==> src/rtl/text_ram_arbiter_if.sv <==
// text_ram_arbiter_if: request/ack and RAM write-port bundle for text_ram_arbiter.
// The arbiter takes the slave modport; requesters/bench take master.
//
// Handshake: a requester raises <x>_req together with a stable <x>_addr and
// <x>_data, and holds all three until it sees <x>_ack high for one cycle.
// The ack cycle is the cycle in which the RAM write happens, or in which the
// write is rejected with wr_err because the address is past the buffer.
// A requester may present its next word in the ack cycle itself. The arbiter
// ignores a request whose ack is currently high, so it samples that word at
// the following edge at the earliest.
interface text_ram_arbiter_if #(
   parameter int AW = 13,
   parameter int DW = 8
);
   logic          kb_req;
   logic [AW-1:0] kb_addr;
   logic [DW-1:0] kb_data;
   logic          kb_ack;
   logic          term_req;
   logic [AW-1:0] term_addr;
   logic [DW-1:0] term_data;
   logic          term_ack;
   logic          wr_err;
   logic          clr_start;
   logic          clr_busy;
   logic          clr_done;
   logic          ram_we;
   logic [AW-1:0] ram_addr;
   logic [DW-1:0] ram_wdata;

   modport master (
      output kb_req, kb_addr, kb_data, term_req, term_addr, term_data, clr_start,
      input  kb_ack, term_ack, wr_err, clr_busy, clr_done, ram_we, ram_addr, ram_wdata
   );

   modport slave (
      input  kb_req, kb_addr, kb_data, term_req, term_addr, term_data, clr_start,
      output kb_ack, term_ack, wr_err, clr_busy, clr_done, ram_we, ram_addr, ram_wdata
   );
endinterface

==> src/rtl/text_ram_arbiter.sv <==
// text_ram_arbiter: owns the write port of the VGA text RAM. It round-robins
// writes between the keyboard editor (kb) and the shell output writer (term),
// and optionally runs a bulk-clear sequencer that fills every cell with FILL.
// The clear sequencer is compiled in only when TEXT_ARB_CLEAR_EN is defined.
// Without it, the block is a plain two-way arbiter and clr_busy/clr_done stay 0.
// dbg_state exposes the FSM state (0 = IDLE, 1 = CLEAR) for observation.
module text_ram_arbiter #(
   parameter int            DEPTH = 4200,
   parameter int            AW    = 13,
   parameter int            DW    = 8,
   parameter logic [DW-1:0] FILL  = {DW{1'b0}}
) (
   input  logic             clk,
   input  logic             rst_n,
   text_ram_arbiter_if.slave bus,
   output logic [0:0]       dbg_state
);

`ifdef TEXT_ARB_CLEAR_EN
   localparam logic CLR_EN = 1'b1;
`else
   localparam logic CLR_EN = 1'b0;
`endif

   localparam logic [0:0] ST_IDLE  = 1'b0;
   localparam logic [0:0] ST_CLEAR = 1'b1;

   // last_grant encoding: who was served most recently
   localparam logic LG_KB   = 1'b0;
   localparam logic LG_TERM = 1'b1;

   // One extra bit so the counter can reach DEPTH even when DEPTH == 2^AW
   localparam logic [AW:0] DEPTH_W = (AW+1)'(DEPTH);

   logic [0:0]    state;
   logic          last_grant;
   logic [AW:0]   clr_cnt;
   logic          kb_ack_q;
   logic          term_ack_q;
   logic          wr_err_q;
   logic          clr_busy_q;
   logic          clr_done_q;
   logic          ram_we_q;
   logic [AW-1:0] ram_addr_q;
   logic [DW-1:0] ram_wdata_q;

   logic          kb_elig;
   logic          term_elig;
   logic          grant_kb;
   logic          grant_term;
   logic          grant_any;
   logic [AW-1:0] sel_addr;
   logic [DW-1:0] sel_data;
   logic          sel_in_range;
   logic          start_clr;
   logic          clr_end;

   // Pick the winner for this edge and decode the clear start/end conditions
   always_comb begin
      kb_elig      = bus.kb_req && !kb_ack_q;
      term_elig    = bus.term_req && !term_ack_q;
      grant_kb     = kb_elig && (!term_elig || (last_grant == LG_TERM));
      grant_term   = term_elig && !grant_kb;
      grant_any    = grant_kb || grant_term;
      sel_addr     = grant_term ? bus.term_addr : bus.kb_addr;
      sel_data     = grant_term ? bus.term_data : bus.kb_data;
      sel_in_range = {1'b0, sel_addr} < DEPTH_W;
      start_clr    = CLR_EN && bus.clr_start && (state == ST_IDLE);
      clr_end      = (state == ST_CLEAR) && (clr_cnt == DEPTH_W);
   end

   // FSM, clear counter, grant bookkeeping and registered RAM write port
   always_ff @(posedge clk or negedge rst_n) begin
      if (!rst_n) begin
         state       <= ST_IDLE;
         last_grant  <= LG_TERM;
         clr_cnt     <= '0;
         kb_ack_q    <= 1'b0;
         term_ack_q  <= 1'b0;
         wr_err_q    <= 1'b0;
         clr_busy_q  <= 1'b0;
         clr_done_q  <= 1'b0;
         ram_we_q    <= 1'b0;
         ram_addr_q  <= '0;
         ram_wdata_q <= '0;
      end else begin
         kb_ack_q   <= 1'b0;
         term_ack_q <= 1'b0;
         wr_err_q   <= 1'b0;
         clr_done_q <= 1'b0;
         ram_we_q   <= 1'b0;
         if (start_clr) begin
            // Clear wins over any pending request; the first fill write goes out next cycle
            state       <= ST_CLEAR;
            clr_busy_q  <= 1'b1;
            ram_we_q    <= 1'b1;
            ram_addr_q  <= '0;
            ram_wdata_q <= FILL;
            clr_cnt     <= {{AW{1'b0}}, 1'b1};
         end else if ((state == ST_CLEAR) && !clr_end) begin
            ram_we_q    <= 1'b1;
            ram_addr_q  <= clr_cnt[AW-1:0];
            ram_wdata_q <= FILL;
            clr_cnt     <= clr_cnt + 1'b1;
         end else begin
            if (clr_end) begin
               state      <= ST_IDLE;
               clr_busy_q <= 1'b0;
               clr_done_q <= 1'b1;
               clr_cnt    <= '0;
            end
            // Arbitration also runs on the clear-end edge, so an ack can meet clr_done
            if (grant_any) begin
               ram_addr_q  <= sel_addr;
               ram_wdata_q <= sel_data;
               ram_we_q    <= sel_in_range;
               wr_err_q    <= !sel_in_range;
               kb_ack_q    <= grant_kb;
               term_ack_q  <= grant_term;
               last_grant  <= grant_term ? LG_TERM : LG_KB;
            end
         end
      end
   end

   assign bus.kb_ack    = kb_ack_q;
   assign bus.term_ack  = term_ack_q;
   assign bus.wr_err    = wr_err_q;
   assign bus.clr_busy  = clr_busy_q;
   assign bus.clr_done  = clr_done_q;
   assign bus.ram_we    = ram_we_q;
   assign bus.ram_addr  = ram_addr_q;
   assign bus.ram_wdata = ram_wdata_q;
   assign dbg_state     = state;

endmodule

==> src/flat_wrapper.sv <==
// flat-port wrapper written by rule: the top's interface ports become plain ports
module text_ram_arbiter_flat 
#(
   parameter int            DEPTH = 4200,
   parameter int            AW    = 13,
   parameter int            DW    = 8,
   parameter logic [DW-1:0] FILL  = {DW{1'b0}}
)
  (clk, rst_n, dbg_state, bus_kb_req, bus_kb_addr, bus_kb_data, bus_term_req, bus_term_addr, bus_term_data, bus_clr_start, bus_kb_ack, bus_term_ack, bus_wr_err, bus_clr_busy, bus_clr_done, bus_ram_we, bus_ram_addr, bus_ram_wdata);
  text_ram_arbiter_if #(.AW(AW), .DW(DW)) bus_i ();
  input  logic clk;
  input  logic rst_n;
  output logic [0:0] dbg_state;
  input wire logic [$bits(bus_i.kb_req)-1:0] bus_kb_req;
  input wire logic [$bits(bus_i.kb_addr)-1:0] bus_kb_addr;
  input wire logic [$bits(bus_i.kb_data)-1:0] bus_kb_data;
  input wire logic [$bits(bus_i.term_req)-1:0] bus_term_req;
  input wire logic [$bits(bus_i.term_addr)-1:0] bus_term_addr;
  input wire logic [$bits(bus_i.term_data)-1:0] bus_term_data;
  input wire logic [$bits(bus_i.clr_start)-1:0] bus_clr_start;
  output wire logic [$bits(bus_i.kb_ack)-1:0] bus_kb_ack;
  output wire logic [$bits(bus_i.term_ack)-1:0] bus_term_ack;
  output wire logic [$bits(bus_i.wr_err)-1:0] bus_wr_err;
  output wire logic [$bits(bus_i.clr_busy)-1:0] bus_clr_busy;
  output wire logic [$bits(bus_i.clr_done)-1:0] bus_clr_done;
  output wire logic [$bits(bus_i.ram_we)-1:0] bus_ram_we;
  output wire logic [$bits(bus_i.ram_addr)-1:0] bus_ram_addr;
  output wire logic [$bits(bus_i.ram_wdata)-1:0] bus_ram_wdata;
  assign bus_i.kb_req = bus_kb_req;
  assign bus_i.kb_addr = bus_kb_addr;
  assign bus_i.kb_data = bus_kb_data;
  assign bus_i.term_req = bus_term_req;
  assign bus_i.term_addr = bus_term_addr;
  assign bus_i.term_data = bus_term_data;
  assign bus_i.clr_start = bus_clr_start;
  assign bus_kb_ack = bus_i.kb_ack;
  assign bus_term_ack = bus_i.term_ack;
  assign bus_wr_err = bus_i.wr_err;
  assign bus_clr_busy = bus_i.clr_busy;
  assign bus_clr_done = bus_i.clr_done;
  assign bus_ram_we = bus_i.ram_we;
  assign bus_ram_addr = bus_i.ram_addr;
  assign bus_ram_wdata = bus_i.ram_wdata;
  text_ram_arbiter #(.DEPTH(DEPTH), .AW(AW), .DW(DW), .FILL(FILL)) u_core (.clk(clk), .rst_n(rst_n), .bus(bus_i), .dbg_state(dbg_state));
endmodule
==> config.mk <==
export PLATFORM = sky130hd
export DESIGN_NAME = text_ram_arbiter_flat
export DESIGN_NICKNAME = d
export VERILOG_FILES = /design/src/rtl/text_ram_arbiter_if.sv /design/src/rtl/text_ram_arbiter.sv /design/src/flat_wrapper.sv
export SDC_FILE = /design/constraint.sdc
export NUM_CORES = 1
export LEC_CHECK = 0
export CORE_MARGIN = 2
export CORE_UTILIZATION = 39
export DETAILED_ROUTE_END_ITERATION = 16
export MAX_ROUTING_LAYER = met4
export PLACE_DENSITY_LB_ADDON = 0.3
export SLEW_MARGIN = 20
export SYNTH_ARGS = -nofsm -noshare
export SYNTH_HDL_FRONTEND = slang
export SYNTH_SLANG_ARGS = --single-unit
==> constraint.sdc <==
create_clock -name clk -period 3.7 [get_ports clk]
set_input_delay 0.74 -clock clk [delete_from_list [all_inputs] [get_ports clk]]
set_output_delay 0.74 -clock clk [all_outputs]
set_load 0.01 [all_outputs]
==> flow_summary.json <==
{
  "tightest_slew_ps": 841,
  "ys.flop_type": "dfrtp_1",
  "synthCells": 122,
  "reg2reg_to": "u_core.bus.wr_err$_DFF_PN0_",
  "p_per_area_mw_per_mm2": 457,
  "ys_seq_elements": 26,
  "clk_pin_slew_ps": 140,
  "ctsResizeCount": 0,
  "timing.critical_path.to": "u_core.bus.wr_err$_DFF_PN0_",
  "layout_min_cycle_time_ps": 2080,
  "cp_cell_sequence": "clkdlybuf4s50_1, and2b_1, nand2_2, a32o_1, and2_1",
  "p_total_uw": 878,
  "htree_levels": 1,
  "synthTopCellsByCount": "nor2_1 (26), dfrtp_1 (25), o21ai_1 (11), o22ai_1 (11), nand2_1 (10)",
  "hold_class": "flip-flop to flip-flop",
  "ys_types": 25,
  "grt_pass1_wl_um": 5080,
  "grt_usage_pct": 20.1,
  "cp_num_cells": 5,
  "diodes": 0,
  "clk_latency_ps": 320,
  "cts_buffers": 3,
  "final_cell_area_mm2": 0.00192,
  "yosysWarnings": 0,
  "wire_per_inst_um": 14.0,
  "gp_congestion": 0.793,
  "yosysSeqAreaShare_pct": 55.2,
  "relSlewSlack_pct": 43.6,
  "slowest_stage": "clkdlybuf4s50_1",
  "placementRows": 19,
  "power.leakage_nw": 0.831,
  "cp.arrival_ps": 2320,
  "synth_top_area_cell": "dfrtp_1",
  "core_area_mm2": 0.00281,
  "port_buffers": 70,
  "layoutNonFillerInstCount": 222,
  "drc": 0,
  "crit_path_end_kind": "flip-flop",
  "outcome": "completed",
  "place_inst": 218,
  "grt_pass1_vias": 1219,
  "drive_gt1_share_pct": 4.19,
  "cts.sinks": 26,
  "viasPerCell": 5.02,
  "post_cts_buffers": 0,
  "grt_setup_unrepaired": "false",
  "netlist_area_mm2": 0.00118,
  "multi_input_area_um2": 470,
  "path_class": "primary input to flip-flop",
  "fin_nets": 239,
  "synth_most_common_cell": "nor2_1",
  "area.sequential_um2": 652,
  "startpoint_type": "primary input",
  "worstReg2RegStart": "u_core.bus.term_ack$_DFF_PN0_",
  "grt_remaining_overflow": 0,
  "drtAntennaViolNets": 0,
  "critPathRequiredTime_ps": 3930,
  "synthArstFlopShare_pct": 100,
  "drv_slew": 0,
  "grt_max_degree": 27,
  "initial_core_util_pct": 42.1,
  "wirelength_um": 3120,
  "dpl-instance-area_mm2": 0.00188,
  "synthToLayoutAreaGrowth_pct": 62.6,
  "clock_path_buffers": 2,
  "max_stage_delay_ps": 490,
  "yosysTopAreaCellShare_pct": 53.0,
  "hold_viol": 0,
  "cp_num_buf_inv": 1,
  "num_vias": 1114,
  "antenna_found_initial": 0,
  "fin_skew_ps": 7.92,
  "hpwl_um": 2450,
  "post-route-util_pct": 68.5,
  "max_cap_violations": 0,
  "fin_ws_ps": 1620,
  "cp_max_fo": 23,
  "fillers": 249,
  "hold_slack_ps": 498,
  "die_h_um": 59.0,
  "fmax_mhz": 480,
  "cts_tree": "built",
  "reg2reg_depth": 4,
  "place_ws_ps": 1270,
  "critPathLaunch": "bus_term_req",
  "vdd_ir_drop_max_mv": 0.287,
  "r2r_slack_ps": 2030,
  "dr.pass1.iters": 4,
  "crit_family": "simple AND/OR/NAND/NOR gates",
  "die-area_mm2": 0.00348,
  "final.setup.tns_ps": 0,
  "root_buffer": "clkbuf_4",
  "drt_iter0_drc": 25,
  "die_x_um": 59.0,
  "setup_viol": 0,
  "syn_area_per_cell_um2": 9.68,
  "cts_hold_buf": 0,
  "io_pins": 75,
  "synth_edf_count": 0,
  "yosys-top-cells-area": "dfrtp_1 (53%), nor2_1 (8.3%), mux2i_1 (7.6%), o22ai_1 (5.8%), o21ai_1 (4.7%)",
  "fin_crit_sh_pct": 56.3
}
## how the worst min path moves through the flow
stage	cells after the start	startpoint	slack, ps	to
6_report	2	u_core.bus.ram_addr[3]$_DFFE_PN0P_	500	u_core.bus.ram_addr[3]$_DFFE_PN0P_
5_1_grt	2	u_core.bus.ram_addr[5]$_DFFE_PN0P_	540	u_core.bus.ram_addr[5]$_DFFE_PN0P_
4_1_cts	2	u_core.bus.ram_addr[3]$_DFFE_PN0P_	510	u_core.bus.ram_addr[3]$_DFFE_PN0P_
3_5_place_dp	2	u_core.bus.ram_addr[3]$_DFFE_PN0P_	480	u_core.bus.ram_addr[3]$_DFFE_PN0P_
3_3_place_gp	2	u_core.bus.ram_addr[5]$_DFFE_PN0P_	470	u_core.bus.ram_addr[5]$_DFFE_PN0P_
2_1_floorplan	0	rst_n	440	u_core.bus.kb_ack$_DFF_PN0_
## cells in the final DEF, fill, tap and decap left out, drive strengths merged, types with 3 or more instances in the layout
cell / instances
o22ai: 11
o21ai: 11
conb: 3
dfrtp: 25
nand2: 11
nor2: 26
clkbuf: 4
mux2i: 9
clkdlybuf4s50: 70
## report_power, final
| part | switching [mW] | internal [mW] | total [mW] | leakage, nW |
|---|---|---|---|---|
| Sequential | 0.0352 | 0.352 | 0.387 | 0.304 |
| Clock | 0.0819 | 0.0602 | 0.142 | 0.0210 |
| Combinational | 0.150 | 0.199 | 0.349 | 0.506 |
## kinds of logic after synthesis
kind of cell	count (synthesis)	synth area share, %
multiplexers	9	7.63
flip-flops	26	55.2
buffers and inverters	11	5.61
other	1	0.317
AO/OA/AOI/OAI	27	13.7
AND/OR/NAND/NOR	48	17.6
## cell type report
type / count / share of cell area (%)
timing repair buffer: 72 / 37.3
sequential: 26 / 33.9
multi-input combinational: 87 / 24.5
tap: 31 / 2.02
clock buffer: 4 / 1.89
inverter: 2 / 0.391
## worst min-delay path, stage by stage, from the launching register on
cell and delay (ps):
dfrtp_1 360, nand2_1 50, o21ai_1 60
## registers in the layout, indices dropped and copies added, names as in the netlist
name / count
u_core.bus.kb_ack: 1
u_core.bus.ram_addr: 13
u_core.bus.ram_wdata: 8
u_core.bus.ram_we: 1
u_core.bus.term_ack: 1
u_core.bus.wr_err: 1
u_core.last_grant: 1
## metal layers
metal / track usage, % / wire length, um / vias to the layer above
met3: 4.59 / 314 / 5
met2: 35.9 / 1520 / 57
met1: 21.6 / 1230 / 503
met5: - / 0 / -
li1: - / - / 549
met4: 7.79 / 50 / 0
Power figures use the tool's default switching activity.
